<file path="config.mk">
export PLATFORM = sky130hd
export DESIGN_NAME = bus_arbiter
export DESIGN_NICKNAME = d
export VERILOG_FILES = /design/src/rtl/bus_arbiter.sv
export SDC_FILE = /design/constraint.sdc
export NUM_CORES = 1
export LEC_CHECK = 0
export BUFFER_PORTS_ARGS = -buffer_cell sky130_fd_sc_hd__clkbuf_2
export CAP_MARGIN = 40
export CORE_MARGIN = 2
export CORE_UTILIZATION = 64
export CTS_BUF_LIST = sky130_fd_sc_hd__clkbuf_4
export CTS_CLUSTER_SIZE = 14
export DETAILED_ROUTE_END_ITERATION = 12
export PLACE_DENSITY = 0.86
export SLEW_MARGIN = 5
export SYNTH_ARGS = -nofsm -noshare
export SYNTH_HDL_FRONTEND = slang
export SYNTH_SLANG_ARGS = --single-unit
export TNS_END_PERCENT = 50
</file>
<file path="constraint.sdc">
create_clock -name clk -period 4.2 [get_ports clk]
set_clock_uncertainty 0.05 [all_clocks]
set_input_delay 1.05 -clock clk [delete_from_list [all_inputs] [get_ports clk]]
set_output_delay 1.05 -clock clk [all_outputs]
set_load 0.02 [all_outputs]
</file>
<file path="src/rtl/bus_arbiter.sv">
// -----------------------------------------------------------------------------
// bus_arbiter
//   Serial-request bus arbiter. Each master raises its arbCont_M line with a
//   start bit, shifts in a slave ID (MSB first), then holds the line high to
//   keep the request or ownership. A per-master receiver FSM decodes the frame.
//   A central arbiter grants the bus, holds it until the owner releases, and
//   inserts one idle turnaround cycle between owners.
//
//   Configuration macro: ARB_ROUND_ROBIN_EN
//     defined   : round-robin winner selection, starting after the last owner
//     undefined : fixed priority, lowest master index wins
//
// Ports
//   clk        : clock, rising edge
//   rstN       : asynchronous active-low reset
//   arbCont_M  : per-master serial request/hold line
//   ready      : ready of the currently selected slave
//   bus_state  : {master_id, slave_id}, all zeros when the bus is free
//   grant_M    : per-master grant, high while that master owns the bus
// -----------------------------------------------------------------------------
// Receiver FSM (one per master)
//   state    | meaning
//   IDLE     | waiting for a start bit
//   ADDR     | shifting in slave-ID bits
//   PEND     | valid request waiting for a grant
//   OWN      | master owns the bus
//   WAIT_LOW | invalid ID received, waiting for the line to drop
//
// Arbiter FSM
//   state    | meaning
//   FREE     | no owner, may grant on the next edge
//   BUSY     | bus owned, watching for release
//   TURN     | one idle turnaround cycle before FREE
// -----------------------------------------------------------------------------
module bus_arbiter #(
  parameter int NO_MASTERS = 2,
  parameter int NO_SLAVES  = 3,
  parameter int S_ID_WIDTH = $clog2(NO_SLAVES + 1),
  parameter int M_ID_WIDTH = $clog2(NO_MASTERS)
) (
  input  logic                             clk,
  input  logic                             rstN,
  input  logic                             arbCont_M [0:NO_MASTERS-1],
  input  logic                             ready,
  output logic [S_ID_WIDTH+M_ID_WIDTH-1:0] bus_state,
  output logic                             grant_M   [0:NO_MASTERS-1]
);

  localparam int BUS_W = S_ID_WIDTH + M_ID_WIDTH;
  localparam int CNT_W = (S_ID_WIDTH > 1) ? $clog2(S_ID_WIDTH) : 1;
  localparam logic [CNT_W-1:0] CNT_LAST = CNT_W'(S_ID_WIDTH - 1);

  typedef enum logic [2:0] {
    RX_IDLE,
    RX_ADDR,
    RX_PEND,
    RX_OWN,
    RX_WAIT_LOW
  } rx_state_t;

  typedef enum logic [1:0] {
    ARB_FREE,
    ARB_BUSY,
    ARB_TURN
  } arb_state_t;

  rx_state_t             rx_q    [NO_MASTERS];
  rx_state_t             rx_nxt  [NO_MASTERS];
  logic [CNT_W-1:0]      cnt_q   [NO_MASTERS];
  logic [CNT_W-1:0]      cnt_nxt [NO_MASTERS];
  logic [S_ID_WIDTH-1:0] sid_q   [NO_MASTERS];
  logic [S_ID_WIDTH-1:0] sid_nxt [NO_MASTERS];
  logic [S_ID_WIDTH:0]   id_full;

  arb_state_t            arb_q, arb_nxt;
  logic [BUS_W-1:0]      bus_q, bus_nxt;
  logic [NO_MASTERS-1:0] gnt_q, gnt_nxt;
  logic                  rel_q, rel_nxt;

  logic [NO_MASTERS-1:0] line;
  logic [NO_MASTERS-1:0] elig;
  logic [NO_MASTERS-1:0] grant_now;
  logic [NO_MASTERS-1:0] release_now;
  logic                  win_found;
  logic [M_ID_WIDTH-1:0] win_id;
  logic [M_ID_WIDTH-1:0] owner;

  assign owner = bus_q[BUS_W-1:S_ID_WIDTH];

  // A pending master whose line is already low is aborting this cycle, so it
  // must not be granted on the same edge.
  always_comb begin
    line = '0;
    elig = '0;
    for (int i = 0; i < NO_MASTERS; i++) begin
      line[i] = arbCont_M[i];
      elig[i] = (rx_q[i] == RX_PEND) && arbCont_M[i];
    end
  end

`ifdef ARB_ROUND_ROBIN_EN
  logic [M_ID_WIDTH-1:0] last_q;
  logic [M_ID_WIDTH-1:0] rr_sel;
  int                    rr_idx;

  always_comb begin
    win_found = 1'b0;
    win_id    = '0;
    rr_idx    = 0;
    rr_sel    = '0;
    for (int k = 0; k < NO_MASTERS; k++) begin
      rr_idx = (int'(last_q) + 1 + k) % NO_MASTERS;
      rr_sel = M_ID_WIDTH'(rr_idx);
      if (!win_found && elig[rr_sel]) begin
        win_found = 1'b1;
        win_id    = rr_sel;
      end
    end
  end

  // Reset value makes master 0 the first in line after reset.
  always_ff @(posedge clk or negedge rstN) begin
    if (!rstN) begin
      last_q <= M_ID_WIDTH'(NO_MASTERS - 1);
    end else if (arb_q == ARB_FREE && win_found) begin
      last_q <= win_id;
    end
  end
`else
  always_comb begin
    win_found = 1'b0;
    win_id    = '0;
    for (int i = NO_MASTERS - 1; i >= 0; i--) begin
      if (elig[i]) begin
        win_found = 1'b1;
        win_id    = M_ID_WIDTH'(i);
      end
    end
  end
`endif

  // Arbiter next state. A release request seen while ready=0 is remembered in
  // rel_q so the owner need not keep its line low until the slave is ready.
  always_comb begin
    arb_nxt     = arb_q;
    bus_nxt     = bus_q;
    gnt_nxt     = gnt_q;
    rel_nxt     = rel_q;
    grant_now   = '0;
    release_now = '0;
    case (arb_q)
      ARB_FREE: begin
        if (win_found) begin
          grant_now[win_id] = 1'b1;
          gnt_nxt           = grant_now;
          bus_nxt           = {win_id, sid_q[win_id]};
          arb_nxt           = ARB_BUSY;
        end
      end
      ARB_BUSY: begin
        if (rel_q || !line[owner]) begin
          if (ready) begin
            release_now[owner] = 1'b1;
            bus_nxt            = '0;
            gnt_nxt            = '0;
            rel_nxt            = 1'b0;
            arb_nxt            = ARB_TURN;
          end else begin
            rel_nxt = 1'b1;
          end
        end
      end
      ARB_TURN: arb_nxt = ARB_FREE;
      default:  arb_nxt = ARB_FREE;
    endcase
  end

  // Receiver next state. ID bits in ADDR are data and may legitimately be 0;
  // a master that drops its line mid-frame ends up either with an invalid ID
  // (WAIT_LOW) or in PEND with the line low, which aborts on the next edge.
  always_comb begin
    id_full = '0;
    for (int i = 0; i < NO_MASTERS; i++) begin
      rx_nxt[i]  = rx_q[i];
      cnt_nxt[i] = cnt_q[i];
      sid_nxt[i] = sid_q[i];
      id_full    = {sid_q[i], line[i]};
      case (rx_q[i])
        RX_IDLE: begin
          if (line[i]) begin
            rx_nxt[i]  = RX_ADDR;
            cnt_nxt[i] = '0;
            sid_nxt[i] = '0;
          end
        end
        RX_ADDR: begin
          sid_nxt[i] = id_full[S_ID_WIDTH-1:0];
          cnt_nxt[i] = cnt_q[i] + CNT_W'(1);
          if (cnt_q[i] == CNT_LAST) begin
            if ((id_full[S_ID_WIDTH-1:0] != '0) &&
                (int'(id_full[S_ID_WIDTH-1:0]) <= NO_SLAVES)) begin
              rx_nxt[i] = RX_PEND;
            end else begin
              rx_nxt[i] = RX_WAIT_LOW;
            end
          end
        end
        RX_PEND: begin
          if (!line[i]) begin
            rx_nxt[i] = RX_IDLE;
          end else if (grant_now[i]) begin
            rx_nxt[i] = RX_OWN;
          end
        end
        RX_OWN: begin
          if (release_now[i]) rx_nxt[i] = RX_IDLE;
        end
        RX_WAIT_LOW: begin
          if (!line[i]) rx_nxt[i] = RX_IDLE;
        end
        default: rx_nxt[i] = RX_IDLE;
      endcase
    end
  end

  always_ff @(posedge clk or negedge rstN) begin
    if (!rstN) begin
      arb_q <= ARB_FREE;
      bus_q <= '0;
      gnt_q <= '0;
      rel_q <= 1'b0;
      for (int i = 0; i < NO_MASTERS; i++) begin
        rx_q[i]  <= RX_IDLE;
        cnt_q[i] <= '0;
        sid_q[i] <= '0;
      end
    end else begin
      arb_q <= arb_nxt;
      bus_q <= bus_nxt;
      gnt_q <= gnt_nxt;
      rel_q <= rel_nxt;
      for (int i = 0; i < NO_MASTERS; i++) begin
        rx_q[i]  <= rx_nxt[i];
        cnt_q[i] <= cnt_nxt[i];
        sid_q[i] <= sid_nxt[i];
      end
    end
  end

  assign bus_state = bus_q;

  for (genvar g = 0; g < NO_MASTERS; g++) begin : g_grant
    assign grant_M[g] = gnt_q[g];
  end

endmodule

</file>
==> flow_metrics.tcl, run 1 <==
set metrics [dict create \
    status "finished, final reports clean" \
    fmaxAchievable_ghz 0.468 \
    cp-end-kind "output pin" \
    post-route-util 0.723 \
    routed_wl_um 1850 \
    cts_tree "built" \
    power_leakage_nw 0.495 \
    crit_slowest_cell "dfrtp_1" \
    final-setup-viol-count 0 \
    hold_viol_final 0 \
    cts_buffers 3 \
    area_growth_pct 6.83 \
    die_y_um 43.7 \
    dp_cells 112 \
    dr.pass1.iters 5 \
    die_area_um2 1910 \
    path_cells "clkbuf_2" \
    seqPwrFrac 0.445 \
    fin_crit_ns 2.14 \
    yosysWarnings 0 \
    antenna_found_initial 0 \
    syn_area_um2 1010 \
    io_pins 10 \
    seq_area_frac_synth 0.472 \
    worstMarginPinSlew_ns 0.465 \
    switching_share 0.411 \
    n_antenna_cell 0 \
    critPathBufInv 1 \
    ir_worst_vdd_mv 0.412 \
    dp_hpwl_um 1300 \
    required_ns 3.10 \
    slew_headroom 0.690 \
    setup_tns_ns 0 \
    finalMaxSlewViolations 0 \
    crit_path_max_fanout 7 \
    rsz0062_at_grt "no" \
    overflow 0 \
    cts_resized 0 \
    combinationalPowerShare 0.440 \
    avgSynthCellArea_um2 11.2 \
    fin_area_um2 1080 \
    stdcell_count 116 \
    fin_crit_sh 0.509 \
    num_rows 14 \
    grt_pass1_wl_um 3150 \
    place_congestion 0.826 \
    yosysUniqueCellTypes 37 \
    final_nets 106 \
    ctsRootBufferMaster "clkbuf_4" \
    syn_nets 95 \
    ys.flop_type "dfrtp_1" \
    maxCapViolCount 0 \
    drive_gt1_frac 0.250 \
    path_clk_slew_ns 0.11 \
    postCtsHoldBufs 0 \
    synthCells 90 \
    h-tree-depth 1 \
    insertion_delay_ns 0.30 \
    grt_use_total 0.226 \
    synth_seq_cells 19 \
    vias_per_cell 6.32 \
    drc 0 \
    crit_type "register to output pin" \
    final_antenna_net_count 0 \
    reg2reg_setup_slack_ns 2.65 \
    place_area_um2 1050 \
    hp-class "register to register" \
    grt_max_degree 20 \
    cts_sinks 19 \
    synth_edf_count 0 \
    critPathTopFamily "flip-flops" \
    power.internal_mw 0.473 \
    drt_iter0_drc 31 \
    cp_data_arrival_time_ns 1.04 \
    cpPeakStageDelay_ns 0.51 \
    initial_core_util 0.676 \
    worst_setup_path_start_kind "register" \
    clk_path_buf_depth 2 \
    nFillCells 103 \
    core_um2 1490 \
    power_density_nw_per_um2 748 \
    total_power_mw 0.804 \
    power_frac_clock 0.115 \
    grt_pass1_vias 695 \
    routedWlPerCell_um 15.9 \
    numPortBuffers 9 \
    num_vias 733 \
    die_x_um 43.7 \
    power_switching_mw 0.331 \
    async_reset_ff_frac 1.00 \
    post_cts_buffers 0 \
]
==> sequential cells by signal, summed over array words and instances (netlist names) <==
name and count:
rx_q 6, sid_q 2, gnt_q 1, id_full 2
bus_state 3, cnt_q 2, arb_q 2, rel_q 1
==> per-stage QoR <==
stage	worst slack [ns]	hold WS [ns]
2_1_floorplan	2.29	0.415
3_3_place_gp	2.05	0.431
3_5_place_dp	2.04	0.427
4_1_cts	2.07	0.455
5_1_grt	2.04	0.461
6_report	2.06	0.454
==> cell usage after synthesis, types with 3 or more instances <==
master	instances	area, µm²
nand3_1	3	15.0
nand2_1	5	18.8
dfrtp_1	19	475
a22o_1	6	52.6
mux2i_1	4	40.0
nor2b_1	4	25.0
nor2_1	9	33.8
a21oi_1	4	20.0
==> power groups by stage <==
stage / clock network [mW] / registers, mW / logic, mW
final: 0.0921 / 0.358 / 0.354
after global routing: 0.0968 / 0.371 / 0.389
after CTS: 0.0934 / 0.356 / 0.355
after detailed placement: 0 / 0.359 / 0.350
after global placement: 0 / 0.357 / 0.345
after floorplan: 0 / 0.342 / 0.298
==> logic make-up after synthesis <==
family / Yosys count / share of synthesized area
AOI/OAI and AO/OA: 25 / 0.211
muxes: 6 / 0.0621
and+or+nand+nor: 35 / 0.224
DFF: 19 / 0.472
buffers and inverters: 5 / 0.0310
==> per-layer routing <==
metal  up-vias  track usage  wire (µm)
li1        358            -          -
met1       347        0.341        929
met2        22        0.335        822
met3         6       0.0250         70
met4         0       0.0909         23
met5         -            0          0
==> cell type report <==
| cell class | instances | area [µm²] | area share |
|---|---|---|---|
| clock inverters | 1 | 5.00 | 0.00465 |
| well taps | 16 | 20.0 | 0.0186 |
| repair buffers | 9 | 45.0 | 0.0419 |
| inverters | 2 | 7.51 | 0.00698 |
| multi-input cells | 66 | 500 | 0.465 |
| flip-flops and latches | 19 | 475 | 0.442 |
| clock buffers | 3 | 22.5 | 0.0209 |
==> worst register-to-register path: stages (launching register included) <==
cell and delay (ns):
dfrtp_1 0.51, mux2i_1 0.32, nor2_1 0.13, o21a_4 0.23, a22o_1 0.22
==> worst paths after layout <==
path,cells after the start,end,from
min,1,bus_state[0]$_DFFE_PN0P_,bus_state[0]$_DFFE_PN0P_
min reg2reg,1,bus_state[0]$_DFFE_PN0P_,bus_state[0]$_DFFE_PN0P_
max,1,bus_state[2],bus_state[2]$_DFFE_PN0P_
max in group asynchronous,1,bus_state[0]$_DFFE_PN0P_,rstN
max reg2reg,4,bus_state[2]$_DFFE_PN0P_,bus_state[2]$_DFFE_PN0P_
min in group asynchronous,1,rx_q[3]$_DFFE_PN0P_,rstN
==> layout by cell type, fill, tap and decap left out <==
master     instances
nand2_1            5
o211ai_1           1
clkbuf_2           9
a21oi_1            4
nand3b_1           2
inv_2              1
and4bb_4           1
nand3b_4           1
nor3b_1            1
nor2_2             1
clkbuf_4           3
o32ai_1            1
mux2i_1            4
mux2_2             2
and2_1             2
o311ai_4           1
o2bb2ai_1          2
nor2b_1            4
nand2b_1           2
nor2_1             9
a31oi_1            1
o21ai_1            1
clkinv_2           1
o21ai_0            2
a22o_1             6
o311ai_1           1
nand3_1            3
nand2b_2           1
dfrtp_1           19
and2b_1            1
o41ai_1            2
o31a_1             1
o21ai_2            1
and4bb_2           1
o21a_4             1
or4b_4             1
inv_1              1
No activity file was read; power rests on OpenSTA's default activity.
==> inputs of run 2 (changes only) <==
- CORE_UTILIZATION: 64 -> 60
- PLACE_DENSITY: 0.86 -> 0.82
- clock period: 4.2 -> 2 ns (I/O delays scaled with it)
==> run 2 against run 1 <==
Compared with the run above:
- first-iteration DRC count fell by 71%
- final cell count stayed put
- combinational power is 110% higher
- clock power up 110%
- cell area unchanged
- via count decreased by 0.95%
- largest power group unchanged
==> flow_metrics.tcl, run 2 (synthesis results as in run 1) <==
set metrics [dict create \
    grt_max_degree 20 \
    grt_pass1_vias 695 \
    fin_area_um2 1080 \
    final_antenna_net_count 0 \
    clk_path_buf_depth 2 \
    num_rows 14 \
    dp_cells 112 \
    critPathTopFamily "flip-flops" \
    initial_core_util 0.653 \
    critPathBufInv 1 \
    drc 0 \
    maxCapViolCount 0 \
    worstMarginPinSlew_ns 0.470 \
    required_ns 1.45 \
    cts_tree "built" \
    overflow 0 \
    antenna_found_initial 0 \
    crit_type "register to output pin" \
    routedWlPerCell_um 15.3 \
    largest_register "rx_q" \
    ctsRootBufferMaster "clkbuf_4" \
    crit_path_max_fanout 7 \
    rr_worst_depth 4 \
    rsz0062_at_grt "no" \
    place_area_um2 1050 \
    worst_setup_path_start_kind "register" \
    status "finished, final reports clean" \
    die_y_um 45.0 \
    final-setup-viol-count 0 \
    grt_pass1_wl_um 3020 \
    numPortBuffers 9 \
    core_um2 1540 \
    die_area_um2 2020 \
    die_x_um 45.0 \
    cts_resized 0 \
    h-tree-depth 1 \
    hp-class "primary input to asynchronous set/reset pin" \
    cp_data_arrival_time_ns 1.02 \
    mostFrequentLayoutCells "dfrtp_1, nor2_1, clkbuf_2, a22o_1, nand2_1" \
    dr.pass1.iters 4 \
    ir_worst_vdd_mv 0.805 \
    setup_tns_ns 0 \
    path_cells "clkbuf_2" \
    hold_viol_final 0 \
    reg2reg_setup_slack_ns 0.51 \
    num_vias 726 \
    r2r-end "bus_state[2]$_DFFE_PN0P_" \
    insertion_delay_ns 0.30 \
    fmaxAchievable_ghz 0.638 \
    power_leakage_nw 0.495 \
    finalMaxSlewViolations 0 \
    whs_ns 0.0793 \
    crit_slowest_cell "dfrtp_1" \
    postCtsHoldBufs 0 \
    r2r-start "rx_q[3]$_DFFE_PN0P_" \
    slew_headroom 0.687 \
    post_cts_buffers 0 \
    largest_reg_flops 6 \
    area_growth_pct 6.83 \
    place_congestion 0.797 \
    stdcell_count 116 \
    cp-end-kind "output pin" \
    n_antenna_cell 0 \
    routed_wl_um 1780 \
    power_density_nw_per_um2 1560 \
    cts_buffers 3 \
    nFillCells 121 \
    vias_per_cell 6.26 \
    fin_crit_sh 0.784 \
    grt_use_total 0.209 \
    cts_sinks 19 \
    drt_iter0_drc 9 \
    io_pins 10 \
    drive_gt1_frac 0.250 \
    dp_hpwl_um 1290 \
    final_nets 106 \
    fin_crit_ns 1.57 \
    cpPeakStageDelay_ns 0.50 \
    path_clk_slew_ns 0.11 \
    final_common_cell "dfrtp_1" \
    post-route-util 0.698 \
]
run 2: cell counts in the layout (fill, tap and decap cells not counted):
Identical to the previous run, type by type.
run 2: report_power, final:
group          leakage, nW  switching, mW  internal, mW
logic                0.232          0.361         0.373
clock network       0.0177          0.120        0.0746
registers            0.245          0.203         0.546
run 2: layer usage:
metal	vias up	routed length, µm	global-route usage
li1	359	-	-
met1	353	922	0.298
met3	4	61	0.0480
met5	-	0	0
met2	10	773	0.314
met4	0	23	0.0706
run 2: per-stage QoR:
| stage | power [mW] | worst slack (ns) |
|---|---|---|
| final | 1.68 | 0.433 |
| after floorplan | 1.34 | 0.557 |
| after global placement | 1.47 | 0.396 |
| after CTS | 1.68 | 0.432 |
| after detailed placement | 1.49 | 0.392 |
| after global routing | 1.80 | 0.396 |
run 2: cell type report:
type,instances,area [µm²],share of cell area
Sequential cell,19,475,0.442
Inverter,2,7.51,0.00698
Tap cell,16,20.0,0.0186
Clock inverter,1,5.00,0.00465
Clock buffer,3,22.5,0.0209
Timing Repair Buffer,9,45.0,0.0419
Multi-Input combinational cell,66,500,0.465
run 2: worst max path at each step:
| stage | start | to | depth (start not counted) |
|---|---|---|---|
| floorplan | bus_state[2]$_DFFE_PN0P_ | bus_state[2]$_DFFE_PN0P_ | 4 |
| global placement | arbCont_M[1] | bus_state[2]$_DFFE_PN0P_ | 5 |
| detailed placement | arbCont_M[1] | bus_state[2]$_DFFE_PN0P_ | 5 |
| CTS | bus_state[2]$_DFFE_PN0P_ | bus_state[2] | 1 |
| global route | bus_state[2]$_DFFE_PN0P_ | bus_state[2] | 1 |
| finish | bus_state[2]$_DFFE_PN0P_ | bus_state[2] | 1 |
==> inputs of run 3 (changes only) <==
- clock period: 2 -> 1.57 ns (I/O delays scaled with it)
==> run 3 against run 2 <==
Compared with the run above:
- flip-flop and latch count unchanged
- critical path depth rose by 3
- utilization grew 4.1 points
- register-to-register slack lost 0.43 ns
- via count rose by 5.9%
- setup slack got worse by 0.35 ns
- routed wire length is 7.0% higher
- non-clock buffer count rose by 8
- critical path type is now register to register
- largest cell class unchanged
==> flow_metrics.tcl, run 3 (synthesis results as in run 1) <==
set metrics [dict create \
    grt_pass1_vias 706 \
    hold_viol_final 0 \
    ir_worst_vdd_mv 1.29 \
    die_area_um2 2020 \
    die_y_um 45.0 \
    wl_met1_um 936 \
    die_x_um 45.0 \
    status "finished, final reports clean" \
    mostFrequentLayoutCells "dfrtp_1, nor2_1, clkbuf_2, buf_4, a22o_1" \
    wl_met3_um 90 \
    grt_use_total 0.219 \
    min_to "rel_q$_DFFE_PN0P_" \
    fin_area_um2 1140 \
    worst_setup_path_start_kind "register" \
    whs_ns 0.289 \
    h-tree-depth 1 \
    post_cts_buffers 0 \
    r2r-start "rx_q[5]$_DFFE_PN0P_" \
    numPortBuffers 9 \
    routed_wl_um 1900 \
    drc 0 \
    vias_per_cell 6.20 \
    drive_gt1_frac 0.296 \
    ctsRootBufferMaster "clkbuf_4" \
    required_ns 1.72 \
    hp-class "primary input to register" \
    power_density_nw_per_um2 1980 \
    num_rows 14 \
    cts_tree "built" \
    drt_iter0_drc 22 \
    grt_pass1_wl_um 3130 \
    crit_path_max_fanout 6 \
    largest_register "rx_q" \
    dp_hpwl_um 1360 \
    fmaxAchievable_ghz 0.672 \
    reg2reg_setup_slack_ns 0.08 \
    cp-end-kind "register" \
    final_common_cell "dfrtp_1" \
    slew_headroom 0.698 \
    dr.pass1.iters 4 \
    r2r-end "bus_state[2]$_DFFE_PN0P_" \
    core_um2 1540 \
    fin_crit_sh 0.948 \
    largest_reg_flops 6 \
    final_nets 114 \
    maxCapViolCount 0 \
    overflow 0 \
    min_path_cells 2 \
    hold_start "ready" \
    insertion_delay_ns 0.30 \
    met2RoutedLength_um 843 \
    rr_worst_depth 4 \
    grt_max_degree 20 \
    initial_core_util 0.653 \
    rsz0062_at_grt "no" \
    antenna_found_initial 0 \
    fin_ws_ns 0.0817 \
    preCtsSetupSlack_ns 0.103 \
    io_pins 10 \
    nFillCells 113 \
    num_vias 769 \
    n_antenna_cell 0 \
    cts_buffers 3 \
    place_area_um2 1100 \
    total_power_mw 2.26 \
    crit_type "register to register" \
    place_congestion 0.812 \
    setup_tns_ns 0 \
    worstMarginPinSlew_ns 0.452 \
    cp_data_arrival_time_ns 1.64 \
    fin_crit_ns 1.49 \
    routedWlPerCell_um 15.4 \
    path_clk_slew_ns 0.11 \
    finalMaxSlewViolations 0 \
    final_antenna_net_count 0 \
    area_growth_pct 13.0 \
    cts_sinks 19 \
    final-setup-viol-count 0 \
    clk_path_buf_depth 2 \
    maxUsedRoutingLayer "met4" \
    power_leakage_nw 0.534 \
]
-- run 3: cell count changes in the layout (fill, tap and decap cells not counted) --
cell | before | now
dlygate4sd3_1 | 0 | 1
buf_4 | 0 | 7
-- run 3: area by class of cell --
class                      instances  area [µm²]  area share
tap                               16        20.0      0.0176
clock inverter                     1        5.00     0.00440
timing repair buffer              17         108      0.0945
multi-input combinational         66         500       0.440
inverter                           2        7.51     0.00659
sequential                        19         475       0.418
clock buffer                       3        22.5      0.0198
-- run 3: how the worst max path moves through the flow --
stage	startpoint	to	slack, ns	cells past startpoint
6_report	rx_q[5]$_DFFE_PN0P_	bus_state[2]$_DFFE_PN0P_	0.08	4
5_1_grt	rx_q[5]$_DFFE_PN0P_	bus_state[1]$_DFFE_PN0P_	0.03	4
4_1_cts	bus_state[2]$_DFFE_PN0P_	bus_state[2]	0.07	2
3_5_place_dp	ready	rx_q[1]$_DFFE_PN0P_	0.10	5
3_3_place_gp	ready	rx_q[1]$_DFFE_PN0P_	0.12	5
2_1_floorplan	bus_state[2]$_DFFE_PN0P_	bus_state[2]$_DFFE_PN0P_	0.13	4
-- run 3: timing repair --
action                                 in CTS  in global routing
setup endpoints to repair                   0                  0
hold buffers                                1                  0
endpoints found under the hold margin      19                  0
resized for setup                           0                  0
-- run 3: power breakdown --
| part | switching (mW) | internal, mW | leakage, nW |
|---|---|---|---|
| registers | 0.212 | 0.696 | 0.245 |
| logic | 0.542 | 0.559 | 0.271 |
| clock network | 0.152 | 0.0950 | 0.0177 |
-- run 3: per-stage QoR --
| step | utilization | cells |
|---|---|---|
| detailed placement | 0.714 | 119 |
| CTS | 0.739 | 124 |
| floorplan | - | 90 |
| global route | 0.739 | 124 |
| finish | 0.739 | 124 |
| global placement | 0.714 | 119 |
-- run 3: metal layers --
| layer | track usage | up-vias |
|---|---|---|
| met5 | 0 | - |
| met4 | 0.106 | 0 |
| met3 | 0.0240 | 6 |
| met2 | 0.320 | 28 |
| met1 | 0.324 | 366 |
| li1 | - | 369 |
-- run 3: critical path: stages (launching register included) --
cell and delay (ns):
dfrtp_1 0.46, and4bb_4 0.43, o21ai_2 0.10, o21a_4 0.14
a22o_1 0.22
